--- src/rtl/axi4lite_master.sv ---
// Single-outstanding AXI4-Lite initiator: one register command in, one AXI write or read out,
// result returned on a response channel. All outputs are registered.
module axi4lite_master #(
    parameter int ADDR_W  = 5,
    parameter int DATA_W  = 32,
    parameter int TIMEOUT = 256
) (
    input  logic                  m_axi_aclk,
    input  logic                  m_axi_areset,
    input  logic                  cmd_valid,
    output logic                  cmd_ready,
    input  logic                  cmd_write,
    input  logic [ADDR_W-1:0]     cmd_addr,
    input  logic [DATA_W-1:0]     cmd_wdata,
    input  logic [DATA_W/8-1:0]   cmd_wstrb,
    output logic                  rsp_valid,
    input  logic                  rsp_ready,
    output logic                  rsp_write,
    output logic [DATA_W-1:0]     rsp_rdata,
    output logic [1:0]            rsp_resp,
    output logic                  busy,
    output logic                  timeout_err,
    output logic [ADDR_W-1:0]     m_axi_awaddr,
    output logic                  m_axi_awvalid,
    input  logic                  m_axi_awready,
    output logic [DATA_W-1:0]     m_axi_wdata,
    output logic [DATA_W/8-1:0]   m_axi_wstrb,
    output logic                  m_axi_wvalid,
    input  logic                  m_axi_wready,
    input  logic [1:0]            m_axi_bresp,
    input  logic                  m_axi_bvalid,
    output logic                  m_axi_bready,
    output logic [ADDR_W-1:0]     m_axi_araddr,
    output logic                  m_axi_arvalid,
    input  logic                  m_axi_arready,
    input  logic [DATA_W-1:0]     m_axi_rdata,
    input  logic [1:0]            m_axi_rresp,
    input  logic                  m_axi_rvalid,
    output logic                  m_axi_rready
);
    localparam int STRB_W = DATA_W / 8;
    localparam int CNT_W  = (TIMEOUT > 1) ? $clog2(TIMEOUT + 1) : 1;
    localparam logic [CNT_W-1:0] CNT_MAX = CNT_W'(TIMEOUT);

    typedef enum logic [2:0] {IDLE, WR_REQ, WR_RESP, RD_REQ, RD_RESP, RSP} state_e;

    state_e              state_q, state_d;
    logic                cmd_ready_q, cmd_ready_d;
    logic                busy_q, busy_d;
    logic                awvalid_q, awvalid_d;
    logic                wvalid_q, wvalid_d;
    logic                bready_q, bready_d;
    logic                arvalid_q, arvalid_d;
    logic                rready_q, rready_d;
    logic                rsp_valid_q, rsp_valid_d;
    logic                rsp_write_q, rsp_write_d;
    logic [DATA_W-1:0]   rsp_rdata_q, rsp_rdata_d;
    logic [1:0]          rsp_resp_q, rsp_resp_d;
    logic [ADDR_W-1:0]   awaddr_q, awaddr_d;
    logic [ADDR_W-1:0]   araddr_q, araddr_d;
    logic [DATA_W-1:0]   wdata_q, wdata_d;
    logic [STRB_W-1:0]   wstrb_q, wstrb_d;
    logic [CNT_W-1:0]    cnt_q, cnt_d;
    logic                timeout_err_q, timeout_err_d;
    logic                waiting;

    always_ff @(posedge m_axi_aclk or posedge m_axi_areset) begin
        if (m_axi_areset) begin
            state_q       <= IDLE;
            cmd_ready_q   <= 1'b1;
            busy_q        <= 1'b0;
            awvalid_q     <= 1'b0;
            wvalid_q      <= 1'b0;
            bready_q      <= 1'b0;
            arvalid_q     <= 1'b0;
            rready_q      <= 1'b0;
            rsp_valid_q   <= 1'b0;
            rsp_write_q   <= 1'b0;
            rsp_rdata_q   <= '0;
            rsp_resp_q    <= '0;
            awaddr_q      <= '0;
            araddr_q      <= '0;
            wdata_q       <= '0;
            wstrb_q       <= '0;
            cnt_q         <= '0;
            timeout_err_q <= 1'b0;
        end else begin
            state_q       <= state_d;
            cmd_ready_q   <= cmd_ready_d;
            busy_q        <= busy_d;
            awvalid_q     <= awvalid_d;
            wvalid_q      <= wvalid_d;
            bready_q      <= bready_d;
            arvalid_q     <= arvalid_d;
            rready_q      <= rready_d;
            rsp_valid_q   <= rsp_valid_d;
            rsp_write_q   <= rsp_write_d;
            rsp_rdata_q   <= rsp_rdata_d;
            rsp_resp_q    <= rsp_resp_d;
            awaddr_q      <= awaddr_d;
            araddr_q      <= araddr_d;
            wdata_q       <= wdata_d;
            wstrb_q       <= wstrb_d;
            cnt_q         <= cnt_d;
            timeout_err_q <= timeout_err_d;
        end
    end

    always_comb begin
        state_d       = state_q;
        cmd_ready_d   = cmd_ready_q;
        busy_d        = busy_q;
        awvalid_d     = awvalid_q;
        wvalid_d      = wvalid_q;
        bready_d      = bready_q;
        arvalid_d     = arvalid_q;
        rready_d      = rready_q;
        rsp_valid_d   = rsp_valid_q;
        rsp_write_d   = rsp_write_q;
        rsp_rdata_d   = rsp_rdata_q;
        rsp_resp_d    = rsp_resp_q;
        awaddr_d      = awaddr_q;
        araddr_d      = araddr_q;
        wdata_d       = wdata_q;
        wstrb_d       = wstrb_q;
        cnt_d         = cnt_q;
        timeout_err_d = timeout_err_q;
        waiting       = 1'b0;

        unique case (state_q)
            IDLE: begin
                if (cmd_valid) begin
                    cmd_ready_d = 1'b0;
                    busy_d      = 1'b1;
                    rsp_write_d = cmd_write;
                    rsp_rdata_d = '0;
                    rsp_resp_d  = '0;
                    if (cmd_write) begin
                        awaddr_d  = cmd_addr;
                        wdata_d   = cmd_wdata;
                        wstrb_d   = cmd_wstrb;
                        awvalid_d = 1'b1;
                        wvalid_d  = 1'b1;
                        state_d   = WR_REQ;
                    end else begin
                        araddr_d  = cmd_addr;
                        arvalid_d = 1'b1;
                        state_d   = RD_REQ;
                    end
                end
            end
            WR_REQ: begin
                // A dropped valid marks its channel as already handshaken.
                waiting = 1'b1;
                if (awvalid_q && m_axi_awready) awvalid_d = 1'b0;
                if (wvalid_q && m_axi_wready)   wvalid_d  = 1'b0;
                if ((!awvalid_q || m_axi_awready) && (!wvalid_q || m_axi_wready)) begin
                    bready_d = 1'b1;
                    state_d  = WR_RESP;
                end
            end
            WR_RESP: begin
                waiting = 1'b1;
                if (m_axi_bvalid) begin
                    rsp_resp_d = m_axi_bresp;
                    bready_d   = 1'b0;
                    state_d    = RSP;
                end
            end
            RD_REQ: begin
                waiting = 1'b1;
                if (m_axi_arready) begin
                    arvalid_d = 1'b0;
                    rready_d  = 1'b1;
                    state_d   = RD_RESP;
                end
            end
            RD_RESP: begin
                waiting = 1'b1;
                if (m_axi_rvalid) begin
                    rsp_rdata_d = m_axi_rdata;
                    rsp_resp_d  = m_axi_rresp;
                    rready_d    = 1'b0;
                    state_d     = RSP;
                end
            end
            RSP: begin
                if (!rsp_valid_q) begin
                    rsp_valid_d = 1'b1;
                end else if (rsp_ready) begin
                    rsp_valid_d = 1'b0;
                    busy_d      = 1'b0;
                    cmd_ready_d = 1'b1;
                    state_d     = IDLE;
                end
            end
            default: state_d = IDLE;
        endcase

        if (state_d != state_q) begin
            cnt_d = '0;
        end else if (waiting && (TIMEOUT != 0) && (cnt_q != CNT_MAX)) begin
            cnt_d = cnt_q + 1'b1;
        end
        if ((TIMEOUT != 0) && (cnt_d == CNT_MAX)) timeout_err_d = 1'b1;
    end

    always_comb begin
        cmd_ready     = cmd_ready_q;
        busy          = busy_q;
        rsp_valid     = rsp_valid_q;
        rsp_write     = rsp_write_q;
        rsp_rdata     = rsp_rdata_q;
        rsp_resp      = rsp_resp_q;
        timeout_err   = timeout_err_q;
        m_axi_awaddr  = awaddr_q;
        m_axi_awvalid = awvalid_q;
        m_axi_wdata   = wdata_q;
        m_axi_wstrb   = wstrb_q;
        m_axi_wvalid  = wvalid_q;
        m_axi_bready  = bready_q;
        m_axi_araddr  = araddr_q;
        m_axi_arvalid = arvalid_q;
        m_axi_rready  = rready_q;
    end
endmodule

--- config.mk ---
export PLATFORM = sky130hd
export DESIGN_NAME = axi4lite_master
export DESIGN_NICKNAME = d
export VERILOG_FILES = /design/src/rtl/axi4lite_master.sv
export SDC_FILE = /design/constraint.sdc
export NUM_CORES = 1
export LEC_CHECK = 0
export CORE_MARGIN = 4
export CORE_UTILIZATION = 45
export CTS_BUF_LIST = sky130_fd_sc_hd__clkbuf_4 sky130_fd_sc_hd__clkbuf_8 sky130_fd_sc_hd__clkbuf_16
export DETAILED_ROUTE_END_ITERATION = 10
export PLACE_DENSITY = 0.83
export SLEW_MARGIN = 20
export SYNTH_ARGS = -nofsm -noshare
export SYNTH_HDL_FRONTEND = slang
export SYNTH_SLANG_ARGS = --single-unit
--- constraint.sdc ---
create_clock -name m_axi_aclk -period 10.4 [get_ports m_axi_aclk]
set_input_delay 2.08 -clock m_axi_aclk [delete_from_list [all_inputs] [get_ports m_axi_aclk]]
set_output_delay 2.08 -clock m_axi_aclk [all_outputs]
set_load 0.1 [all_outputs]
-- Word level (Yosys, flattened, before mapping)
Cells that the tools add are included.
- output and inout bits: 90
- flip-flop bits (word level): 102
- bits of input ports: 87
- logic and storage cells: 112
- equality and inequality tests: 19
- bitwise gates (word level): 1
- reductions and logical operators: 28
- add/subtract/negate cells: 1
- muxes and demuxes: 45
- operators with widths (kind ; number):
    $mux 32 ; 2
    $pmux 32 s2 ; 1
    $ne 2x2->1 const B ; 11
    $mux 3 ; 7
    $mux 1 ; 20
    $reduce_and 4->1 ; 5
    $mux 9 ; 2
    $pmux 3 s6 ; 1
    $reduce_and 3->1 ; 5
    $pmux 1 s2 ; 7
    $reduce_bool 2->1 ; 6
    $add 9x1->9 const B ; 1
    $eq 9x9->1 const B ; 1
    $ne 9x9->1 const B ; 1
    $mux 2 ; 4
    $eq 3x2->1 const B ; 2
    $eq 3x3->1 const B ; 2
    $pmux 2 s3 ; 1
    $logic_and 1x1->1 ; 4
    $reduce_or 4->1 ; 1
    $eq 3x1->1 const B ; 1
    $logic_not 3->1 ; 1
    $ne 3x3->1 ; 1
    $reduce_bool 3->1 ; 1
    other kinds (4) ; 6

-- Longest topological paths before layout
- word-level depth: 8
- mapped depth: 7
- mapped depth without buffers: 7

-- Worst setup path after synthesis
Ideal clock, no wire load.
- path kind: input port to flip-flop
- start: in cmd_valid
- end: reg cnt_q[2]
- data required time: 10.320 ns
- setup slack: 7.065 ns
- cell stages on the path: 6
- setup time: 0.080 ns
- buffers on the path: 1
- arrival: 3.255 ns
- cells stage by stage: mux2_4 -> a22oi_2 -> nor2_2 -> or3_4 -> buf_6 -> nor3b_2
- cells in the longest elaborated chain, start to end: 4
- ends and longest elaborated chain (what ; RTL line ; RTL):
    from (decl) ; 10 ; input logic cmd_valid,
    $mux 3 ; 132 ; if (cmd_valid) begin
    $pmux 3 s6 ; 130 ; unique case (state_q)
    $ne 3x3->1 ; 200 ; if (state_d != state_q) begin
    $mux 9 ; 200 ;
    named net cnt_d[2] ; 63 ; logic [CNT_W-1:0] cnt_q, cnt_d;
    to (signal assigned) ; 104 ; cnt_q <= cnt_d;
    to (decl) ; 63 ;
The timed path passes the listed nets, and every way through them passes these cells.
A chain may end at the register's enable or synchronous reset.

-- Worst setup path in the final report
- start: reg cmd_ready_q (netlist: cmd_ready)
- end: out cmd_ready
- RTL lines (what ; RTL line ; RTL):
    from (decl) ; 48 ; logic cmd_ready_q, cmd_ready_d;
    from (signal assigned) ; 89 ; cmd_ready_q <= cmd_ready_d;
    to (decl) ; 11 ; output logic cmd_ready,
No word-level cell between the ends.

==> metrics.md <==
| Metric | Value |
|---|---|
| CP delay by family, top | buffers and inverters |
| Final wirelength | 11620 um |
| CP endpoint kind | primary output |
| Worst Skew | 0.01547 ns |
| CTS tree | built |
| Antenna Cells | 0 |
| Detailed Place HPWL | 8534 um |
| FFs w/ async S/R, synth | 100.0% |
| Mapped Area | ~4400 sq um |
| First-pass GRT wire length | 18550 um |
| Clock latency on the worst-skew pair | about 0.37 ns |
| H-Tree Depth | 3 |
| Initial antenna violation count | 0 |
| Area grow syn2layout | 46.36% |
| Max Clk Rate | 239.1 MHz |
| Hold path depth | 2 |
| Post-synth EDFFs | 0 |
| DR DRC count | 0 |
| DIE WIDTH | 107.3 um |
| Slew Viols, Final | 0 |
| # Post-CTS Setup Buffers | 0 |
| Drt first pass iters | 5 |
| Die Height | 107.3 um |
| Area contributors post-synth | dfrtp_1 57%, mux2_2 12%, nand2_1 6.8%, nand3_1 4.6%, xnor2_1 1.6% |
| Critical Path, Cell by Cell | clkdlybuf4s50_1 |
| Worst endpoint data arrival time | between 2 and 2.5 ns |
| Cell count of the worst reg-to-reg path | 3 |
| Slew at the pin closest to its max-slew limit | between 1 and 1.5 ns |
| CP Class | register to primary output |
| Fin. Hold Viols | 0 |
| Leading area contributor after synthesis | dfrtp_1 |
| Main synth FF type | dfrtp_1 |
| Setup slack on the worst flop-to-flop path | 8.02 ns |
| Seq/Total Area, Yosys | a little under three fifths |
| I/O pin total | 177 |
| Mean routed wirelength per cell | ~17 um |
| RePlAce Congestion | about 0.77 |
| Clock-pin slew on the worst setup and hold paths | about 0.11 ns |
| Clock Tree Root | clkbuf_8 |
| RSZ-0062 raised after global routing | no |
| Share of cells above drive strength 1 | 14.31% |
| PostCTS Resize Cnt | 0 |
| Slowest CP cell | clkdlybuf4s50_1 |
| Seq cells post-synth | around 100 |
| Final worst-path cycle share | 40.22% |
| Worst relative slew slack | 30.91% |
| Pin count of the biggest net entering global routing | 61 |
| Worst-path maximum fanout | 3 |
| Maxcap violations | 0 |
| # rows | 35 |
| Total number of clock tree sinks | 102 |
| Via count | 3625 |
| Worst path bufs/invs | 1 |
| # hold bufs at CTS | 0 |
| Vias in the first global route | 3718 |
| Initial Util | a little under half |
| GRT overflow | 0 |
| Yosys cell types | 49 |
| Num CTS Buffers | 9 |
| Hold wc startpoint | rsp_rdata[3] |
| Status | finished clean |
| Req. time, crit path | 8.32 ns |
| R2R Path End | m_axi_wdata[23] |
| Hold Path Sink | rsp_rdata[3] |
| Count of final setup violators | 0 |
| Initial DRC count | 159 |
| Crit path time final | between 4 and 5 ns |
| Die Area | 11510 sq um |
| Worst Hold Class | register to register |
| Final nets | between 600 and 700 |
| Total track usage | 20.30% |
| Synth top area share | 57.00% |
| Synth warn | 0 |
| CP Launch Type | register |
| Final ANT Viol Nets | 0 |
| Sum Neg Setup Slack | 0 ns |
| Post-Syn Nets | ~490 |
| Synthesized area per cell | 11.03 sq um |
| Critical R2R Launch | state_q[1] |
| IO buf count | 176 |
| Clock Path Buffers | 2 |
| Cells after Synth | 402 |
| Max stage delay on crit path | 1.16 ns |
| Area of the core | 9415 sq um |
| Vias per cell | 5.164 |
-- cells by family after synthesis --
family | share of synthesized area (%)
AO/OA/AOI/OAI | 6.123
XOR/XNOR | 2.370
adder cells (fa/ha/maj) | 0.5642
buffers and inverters | 3.386
flip-flops | 57.59
multiplexers | 12.27
AND/OR/NAND/NOR | 17.69
-- routing by layer --
layer / up-vias / GRT usage [%] / share of wire (%)
li1: 1703 / - / -
met1: 1747 / 23.38 / 38
met2: 156 / 35.52 / 50
met3: 19 / 6.959 / 10
met4: 0 / 6.301 / 1.8
met5: - / 0 / 0
-- sequential cells by signal, summed over array words and instances, names as in the netlist --
name and cells:
rsp_valid 1, rsp_write 1, m_axi_wstrb 4, m_axi_wdata 32, cnt_q 9, m_axi_awaddr 5
m_axi_rready 1, rsp_resp 2, cmd_ready 1, m_axi_bready 1, m_axi_arvalid 1, timeout_err 1
rsp_rdata 32, busy 1, m_axi_awvalid 1, m_axi_wvalid 1, state_q 3, m_axi_araddr 5
-- Yosys cell counts (3+ instances only) --
| library cell | n |
|---|---|
| nor2_1 | 18 |
| o21ai_0 | 10 |
| xnor2_1 | 8 |
| nor2b_1 | 5 |
| clkbuf_1 | 12 |
| a22oi_1 | 4 |
| nand2_1 | 80 |
| inv_1 | 9 |
| buf_2 | 9 |
| xor2_1 | 4 |
| a21oi_1 | 8 |
| nand3_1 | 41 |
| dfrtp_1 | 101 |
| nor4_1 | 3 |
| mux2_2 | 47 |
-- layout make-up --
class | instances | area, sq um
well taps | 129 | 161.4
repair buffers | 179 | 1784
clock buffers | 10 | 137.6
multi-input cells | 267 | 1753
flip-flops and latches | 102 | 2554
inverters | 9 | 36.28
clock inverters | 6 | 63.81
fillers | 708 | 2925
-- metrics by stage --
| step | area, sq um | std cells | util [%] | setup WS [ns] | hold WS [ns] |
|---|---|---|---|---|---|
| global route | 6490 | 702 | 68.93 | 6.166 | 0.5071 |
| finish | 6490 | 702 | 68.93 | 6.217 | 0.4788 |
| detailed placement | 6281 | 686 | 66.71 | 5.765 | 0.4547 |
| global placement | 6279 | 686 | 66.68 | 5.944 | 0.4498 |
| floorplan | 4434 | 402 | - | 5.646 | 0.5810 |
| CTS | 6482 | 702 | 68.85 | 6.168 | 0.4793 |
-- worst max-delay path by stage --
| stage | from | to | slack, ns | cells past startpoint |
|---|---|---|---|---|
| after global routing | cmd_ready | cmd_ready | 6.17 | 1 |
| after global placement | cmd_valid | m_axi_wdata[14] | 5.94 | 4 |
| after detailed placement | cmd_valid | m_axi_wdata[23] | 5.76 | 4 |
| final | cmd_ready | cmd_ready | 6.22 | 1 |
| after floorplan | m_axi_areset | busy | 5.65 | 1 |
| after CTS | cmd_valid | m_axi_wdata[23] | 6.17 | 4 |
-- cells in the final DEF (no fill, tap or decap), types with 2 or more instances in the layout --
cell type / synthesis / final
clkdlybuf4s50_1: 0 / 176
dfrtp_1: 101 / 101
nand2_1: 80 / 80
mux2_2: 47 / 47
nand3_1: 41 / 40
nor2_1: 18 / 17
o21ai_0: 10 / 10
clkbuf_8: 0 / 10
inv_1: 9 / 8
a21oi_1: 8 / 8
xnor2_1: 8 / 8
nor2b_1: 5 / 5
a22oi_1: 4 / 4
xor2_1: 4 / 4
nor4_1: 3 / 3
buf_4: 0 / 3
nor2_2: 1 / 2
nor3_2: 1 / 2
and2_1: 2 / 2
and3_1: 2 / 2
nand4_1: 2 / 2
o31ai_1: 2 / 2
a31oi_1: 2 / 2
a32oi_1: 2 / 2
ha_1: 2 / 2
inv_8: 0 / 2
Power is not shown: default switching activity piles up to over one toggle a cycle in this logic, so the estimate is an artifact.
==> variant: new RTL, same settings <==
`TIMEOUT`: 256 -> 512.
--- a/src/rtl/axi4lite_master.sv
+++ b/src/rtl/axi4lite_master.sv
@@ -3,7 +3,7 @@
 module axi4lite_master #(
     parameter int ADDR_W  = 5,
     parameter int DATA_W  = 32,
-    parameter int TIMEOUT = 256
+    parameter int TIMEOUT = 512
 ) (
     input  logic                  m_axi_aclk,
     input  logic                  m_axi_areset,
Formal check against the unedited RTL: same outputs for any inputs over 4 cycles, from zero or initial values and one cycle with m_axi_areset high; that may be too few to reach the edited logic, so the function may still have changed.
==> variant against the unedited design <==
Register-to-register slack lost 0.55 ns; count of clock-buffer cells in the layout unchanged; die area is 1.4% higher; design area increased by 1.7%; sequential cell count up 1; synthesized area grew 1.5%; setup slack worse by 0.17 ns; routed wire length increased by 3.7%.
Power is left out: the tool's default activity adds up to more than one toggle a clock period on the data nets, which glitch-free logic cannot reach.
==> variant: results (changes against the unedited design) <==
| Metric | Value |
|---|---|
| Post-DP HPWL | `8.69 mm (+1.8%)` |
| Delay-heaviest family, CP | `buffers and inverters` |
| Post-Synthesis Cells | `408 (+1.5%)` |
| Post-synth top cells | `dfrtp_1 (102), nand2_1 (77), mux2_2 (51)` |
| Register area share after synthesis | `0.573 (-0.00308)` |
| Complex-gate fraction of the synthesized area | `0.0581 (-0.00314)` |
| CTS buffer count | `9 (unchanged)` |
| Setup Skew | `0.00690 ns (-0.00857 ns)` |
| Starting DRT DRC Count | `222 (+40%)` |
| #FFs+latches synth | `103 (+0.98%)` |
| Gr usage total | `0.207 (+0.00396)` |
| Layout Utilization | `0.675 (-0.0143)` |
| Adder-Cell Fraction of Synth Area | `0.00556 (-0.0000847)` |
| FF/Latch Area | `0.00258 mm2 (+0.98%)` |
| Pre-CTS WS | `5.67 ns (-0.0990 ns)` |
| Final Net Count | `665 (+1.2%)` |
| Number of placed instances, taps included | `698 (+1.7%)` |
| Via count | `3730 (+2.9%)` |
| Drt total wl | `12.0 mm (+3.7%)` |
| Area after DPL | `0.00636 mm2 (+1.2%)` |
| CP required | `10.65 ns (+2.33 ns)` |
| Synth top area cells | `dfrtp_1 (57%), mux2_2 (13%), nand2_1 (6.4%)` |
| Initial antenna violation count | `0 (unchanged)` |
| Status | `complete, no violations` |
| Clk tree area frac | `0.0351 (+0.00405)` |
| GPL Wtd Cong | `0.869 (+12%)` |
| CTS Buffer Depth | `2 (unchanged)` |
| Largest net degree at the start of global routing | `82 (+34%)` |
| Signal buf overhead | `0.272 (-0.00278)` |
| Number of global-route vias before repair | `3837 (+3.2%)` |
| Syn nets | `497 (+1.2%)` |
| Fillers | `747 (+5.5%)` |
| Mux cell area share after synthesis | `0.130 (+0.00705)` |
| Max FO, Critical Path | `24 (+21)` |
| Nonclk buf count | `180 (+0.56%)` |
| Crit-path slowest cell | `nand4b_1` |
| Share of cell area taken by multi-input logic gates | `0.272 (+0.00166)` |
| Clk_buf instances | `10 (unchanged)` |
| Clock transition at the registers of the reported paths | `0.09 ns (-0.02 ns)` |
| First drt pass iteration count | `4 (-1)` |
| Fraction of area in registers | `0.391 (-0.00263)` |
| Least-Margin Pin Slew | `1.08 ns (+0.0479 ns)` |
| Share of layout cells above drive strength 1 | `0.157 (+0.0135)` |
| WL/cell | `16.9 um (+1.9%)` |
| Logic inverters | `8 (-1)` |
| Post_cts resized | `0 (unchanged)` |
| Max stage delay on crit path | `0.94 ns (-0.22 ns)` |
| First-pass GRT wire length | `18.9 mm (+1.9%)` |
| Multi-input gates | `274 (+2.6%)` |
| Count of cell types in the netlist | `52 (+6.1%)` |
| Xor-xnor portion of the synthesized cell area | `0.0195 (-0.00425)` |
variant: cell count changes after synthesis, moves of 3 or more:
cell     before  now
mux2_2       47   51
nor3_1        1    9
nor4b_1       1    4
nor2b_1       5    2
buf_2         9    6
nand2_1      80   77
nand3_1      41   38
variant: final timing paths:
kind | from | endpoint | slack (ns) | depth (start not counted)
setup / recovery | cmd_valid | m_axi_wdata[5] | 6.05 | 5
hold / removal | rsp_rdata[15] | rsp_rdata[15] | 0.47 | 2
setup reg to reg | state_q[1] | m_axi_wdata[5] | 7.47 | 4
hold reg to reg | rsp_rdata[15] | rsp_rdata[15] | 0.47 | 2
max in group asynchronous | m_axi_areset | m_axi_wstrb[2] | 7.39 | 3
min in group asynchronous | m_axi_areset | rsp_rdata[16] | 2.01 | 2
variant: routing by layer:
metal	global-route usage	share of wire	vias to the layer above	wire length (um)
met4	0.0830	0.024	0	293
met3	0.0525	0.064	23	772
met1	0.244	0.39	1835	4680
met2	0.361	0.52	139	6300
met5	0	0	-	0
li1	-	-	1733	-
